## src/rtl/gpcfg_ahb_wr_decode.sv

```systemverilog
// AHB-Lite request/write front-end for the gpcfg register bank: write strobes, read selects, wait/ERROR responses.
// Optional feature macro: GPCFG_WR_PROT_EN (rejects unprivileged writes).
module gpcfg_ahb_wr_decode #(
  parameter int NUM_REGS = 1024,
  parameter int IDX_W    = $clog2(NUM_REGS)
) (
  input  logic             hclk,
  input  logic             hresetn,
  input  logic             hsel,
  input  logic             hready,
  input  logic [1:0]       htrans,
  input  logic [31:0]      haddr,
  input  logic             hwrite,
  input  logic [2:0]       hsize,
  input  logic [3:0]       hprot,
  input  logic [31:0]      hwdata,
  output logic             hreadyout,
  output logic             hresp,
  output logic             wr_en,
  output logic [IDX_W-1:0] wr_idx,
  output logic [3:0]       wr_be,
  output logic [31:0]      wr_data,
  output logic             rd_en,
  output logic [IDX_W-1:0] rd_idx,
  output logic             valid_rd
);

  typedef enum logic [2:0] {S_IDLE, S_WR, S_RD0, S_RD1, S_RD2, S_ERR1, S_ERR2} state_t;

  state_t           state;
  logic [IDX_W-1:0] pend_idx;
  logic [3:0]       pend_be;

  logic             accept, bad, size_bad, mis_bad, range_bad, prot_bad;
  logic [IDX_W-1:0] idx;
  logic [3:0]       be;
  logic             unused_bits;

  assign accept    = hsel & hready & htrans[1];
  assign idx       = haddr[IDX_W+1:2];
  assign size_bad  = hsize > 3'd2;
  assign mis_bad   = ((hsize == 3'd1) & haddr[0]) | ((hsize == 3'd2) & (haddr[1:0] != 2'b00));
  // Compare the full word address so aliases above the bank are rejected, not wrapped.
  assign range_bad = {2'b00, haddr[31:2]} >= 32'(NUM_REGS);
`ifdef GPCFG_WR_PROT_EN
  assign prot_bad  = hwrite & ~hprot[1];
`else
  assign prot_bad  = 1'b0;
`endif
  assign bad         = size_bad | mis_bad | range_bad | prot_bad;
  assign unused_bits = ^{htrans[0], hprot};

  always_comb begin
    be = 4'b0000;
    case (hsize)
      3'd0:    be = 4'b0001 << haddr[1:0];
      3'd1:    be = haddr[1] ? 4'b1100 : 4'b0011;
      3'd2:    be = 4'b1111;
      default: be = 4'b0000;
    endcase
  end

  always_ff @(posedge hclk or negedge hresetn) begin
    if (!hresetn) begin
      state     <= S_IDLE;
      hreadyout <= 1'b1;
      hresp     <= 1'b0;
      wr_en     <= 1'b0;
      wr_idx    <= '0;
      wr_be     <= 4'b0000;
      wr_data   <= 32'h0;
      rd_en     <= 1'b0;
      rd_idx    <= '0;
      valid_rd  <= 1'b0;
      pend_idx  <= '0;
      pend_be   <= 4'b0000;
    end else begin
      wr_en     <= 1'b0;
      rd_en     <= 1'b0;
      valid_rd  <= 1'b0;
      hresp     <= 1'b0;
      hreadyout <= 1'b1;
      if (state == S_WR) begin
        wr_en   <= 1'b1;
        wr_idx  <= pend_idx;
        wr_be   <= pend_be;
        wr_data <= hwdata;
      end
      case (state)
        S_RD0: begin
          state     <= S_RD1;
          hreadyout <= 1'b0;
          rd_en     <= 1'b1;
          valid_rd  <= 1'b1;
        end
        S_RD1:  state <= S_RD2;
        S_ERR1: begin
          state <= S_ERR2;
          hresp <= 1'b1;
        end
        // IDLE, WR, RD2, ERR2 are the ready states that can take a new transfer.
        default: begin
          if (accept) begin
            if (bad) begin
              state     <= S_ERR1;
              hreadyout <= 1'b0;
              hresp     <= 1'b1;
            end else if (hwrite) begin
              state    <= S_WR;
              pend_idx <= idx;
              pend_be  <= be;
            end else begin
              rd_idx    <= idx;
              hreadyout <= 1'b0;
              if (state == S_WR) begin
                state <= S_RD0;
              end else begin
                state    <= S_RD1;
                rd_en    <= 1'b1;
                valid_rd <= 1'b1;
              end
            end
          end else begin
            state <= S_IDLE;
          end
        end
      endcase
    end
  end

endmodule
```

## config.mk

```make
export PLATFORM = sky130hd
export DESIGN_NAME = gpcfg_ahb_wr_decode
export DESIGN_NICKNAME = d
export VERILOG_FILES = /design/src/rtl/gpcfg_ahb_wr_decode.sv
export SDC_FILE = /design/constraint.sdc
export NUM_CORES = 1
export LEC_CHECK = 0
export BUFFER_PORTS_ARGS = -buffer_cell sky130_fd_sc_hd__buf_2
export CORE_MARGIN = 5
export CORE_UTILIZATION = 47
export CTS_CLUSTER_SIZE = 24
export DETAILED_ROUTE_END_ITERATION = 8
export PLACE_DENSITY = 0.82
export SYNTH_ARGS = -nofsm -noshare
export SYNTH_HDL_FRONTEND = slang
export SYNTH_SLANG_ARGS = --single-unit
```

## constraint.sdc

```tcl
create_clock -name hclk -period 2.3 [get_ports hclk]
set_clock_uncertainty 0.15 [all_clocks]
set_input_delay 0.46 -clock hclk [delete_from_list [all_inputs] [get_ports hclk]]
set_output_delay 0.46 -clock hclk [all_outputs]
set_load 0.01 [all_outputs]
```

==> run metrics <==
capturing point of the worst reg2reg path pend_be[1]; R2R cell count 6; Top delay family on crit path simple AND/OR/NAND/NOR gates; static leakage approximately 2.3 nW; Tcrit/Tclk final 0.969; Simple-Gate Fraction of Synth Area 0.0747; hold_sp hwdata[13]; asr flop ratio synth 1.00; DR DRC count 0; Synth Flop Type dfrtp_1; Fin Hold WS about 0.20 ns; Max Cap Viol 0; placed cells ~430; PwrDens between 900 and 1000 nW/um2; RSZ-0062 raised after global routing false; post-synthesis cell type count 34; drt pass-1 iters 4; crit path max fanout 12; clock buffer depth 2; area grow syn2layout 37.3%; Critical Path Stages 7; Final Hold Viols 0; cell accounting for the most synthesized area dfrtp_1; CP max stage delay between 0.5 and 0.6 ns; post-route minimum period roughly 2.2 ns; commonest cells after routing, fill and taps aside buf_2 (132), dfrtp_1 (76), mux2_2 (62); Seq cells post-synth 77; Yosys top cell area share 0.610; post-synthesis mux area share 0.263; Synth Area in XOR/XNOR 0.00281; CP Class input pin to flop; Post-synth EDFFs 0; area of the mapped netlist 3120 um2; buffers added on ports 133; Ys Warns 0; Final Non-Filler Cells ~450; vias in the first global route 2338; Chip Width 91.4 um; CTS Buf Count 9; Synth Area in Compound Gates 0.0225; HP Class input pin to flop; core area 6390 um2; Slew headroom 0.714; worst path arrival time roughly 2.3 ns; Post-Syn Area per Cell about 15 um2; Mapped Cells approximately 200; worst hold stages 2; initial antenna violation count 0; synth top area cells dfrtp_1 (61%), mux2_2 (22%), mux2_4 (3.9%), nor4_2 (1.2%), nor4_1 (1.0%); Req. time, crit path roughly 2.4 ns; clk sink count 77; sequential area share after synthesis 0.619; # diodes 0; Reg2Reg Setup Slack 0.33 ns; worst r2r src state[2]; total grt overflow 0; syn nets approximately 280; Worst-path clk slew 0.08 ns; ANT nets after route 0; Resize count post-CTS 0; layout cells sized above 1 0.685; vias 2195; Total Die Area roughly 8400 um2; setup TNS 0 ns; CP Capture Type flop; clock latency on the worst-skew pair about 0.33 ns; commonest non-fill, non-tap cell in the layout buf_2; area share of fa/ha/maj cells after synthesis 0; fmax 449 MHz; VDD IR max 0.000724 V; clock root cell clkbuf_8; largest net degree at the start of global routing 46; global-route wire length before repair 11000 um; largest family of logic cells by synthesized area multiplexers; Worst Tran Pin Value 0.425 ns; drt total wl 6780 um; row count 29; die height a little over 90 um; # IOs 139; hold endpoint wr_data[13]; Total GRT Usage 0.164; vias per inst 4.93; Pins Over Slew Limit 0; master of the slowest instance on the critical path or4_4; H-Tree Depth 3; startpoint types input pin; Routed WL per cell approximately 15 um; Final #Nets 441; starting density of the core 0.488; CP cell instances buf_2, nor4_4, nand4_1, or4_4, nor3b_4, buf_12, mux2_2; Buf/Inv on CP 2; Setup Viol. Count Final 0; placer congestion estimate 0.787; DP HPWL 5180 um; TritonCTS clock tree yes; Iteration-0 DRC Markers 25; status finished clean
[worst reg2reg max path: cells and delay by family, from the launching register on]
family	cells	cell delay [ns]
and+or+nand+nor	3	0.64
muxes	1	0.26
DFF	1	0.42
buffers and inverters	2	0.38
[what timing repair did]
action	in CTS	in global routing
hold endpoints to repair	32	0
hold buffers	1	0
setup buffers	0	0
[metrics by stage]
stage               power (mW)  area (um2)  worst slack (ns)   util
finish                    4.17        4280            0.0724  0.670
global route              4.44        4280            0.0124  0.670
CTS                       4.25        4280            0.0873  0.670
detailed placement        3.21        4060            -0.281  0.636
global placement          3.15        4060            -0.245  0.636
floorplan                 2.62        3130           -0.0502      -
[area by class of cell]
cell class	count	area, um2
clock buffers	10	138
clock inverters	6	70.1
fillers	479	2110
inverters	3	11.3
multi-input cells	117	1150
flip-flops and latches	77	1930
well taps	77	96.3
repair buffers	155	886
[cell usage after synthesis (all sizes together) (2+ instances only)]
library cell	count
inv	3
nand2b	2
nor4	8
nor3b	3
dfrtp	76
o21ai	4
nand3	3
a21oi	4
mux2	70
nand2	5
buf	7
nor2	5
[cell families (layout without fill, tap and decap cells)]
group                     Yosys count  count (layout)
DFF                                77              77
muxes                              70              70
and+or+nand+nor                    34              34
AOI/OAI and AO/OA                  12              12
buffers and inverters              11             174
xor gates and xnor gates            1               1
[where the power goes]
part	switching (mW)	leakage, nW	internal (mW)
registers	0.151	1.00	1.68
clock network	0.492	0.107	0.540
logic	0.602	1.17	0.704
total	1.24	2.28	2.93
[routing by layer]
| layer | routed length [um] | track usage | up-vias |
|---|---|---|---|
| met5 | 0 | 0 | - |
| met4 | 55 | 0.0587 | 0 |
| met3 | 725 | 0.0570 | 6 |
| met2 | 3210 | 0.266 | 112 |
| met1 | 2790 | 0.202 | 1026 |
| li1 | - | - | 1051 |
[state kept, by name, summed over array words and instances, names as in the netlist, 3 cells and up]
signal / flops
state: 3
rd_idx: 10
wr_be: 4
wr_data: 32
wr_idx: 10
pend_be: 4
pend_idx: 10
[worst max path at each step]
stage | from | endpoint | slack (ns)
2_1_floorplan | haddr[13] | rd_idx[1] | -0.05
3_3_place_gp | haddr[21] | rd_idx[0] | -0.24
3_5_place_dp | haddr[13] | rd_idx[0] | -0.28
4_1_cts | haddr[13] | rd_idx[0] | 0.09
5_1_grt | haddr[21] | rd_idx[9] | 0.01
6_report | haddr[13] | rd_idx[0] | 0.07
(Power assumes the default switching activity.)
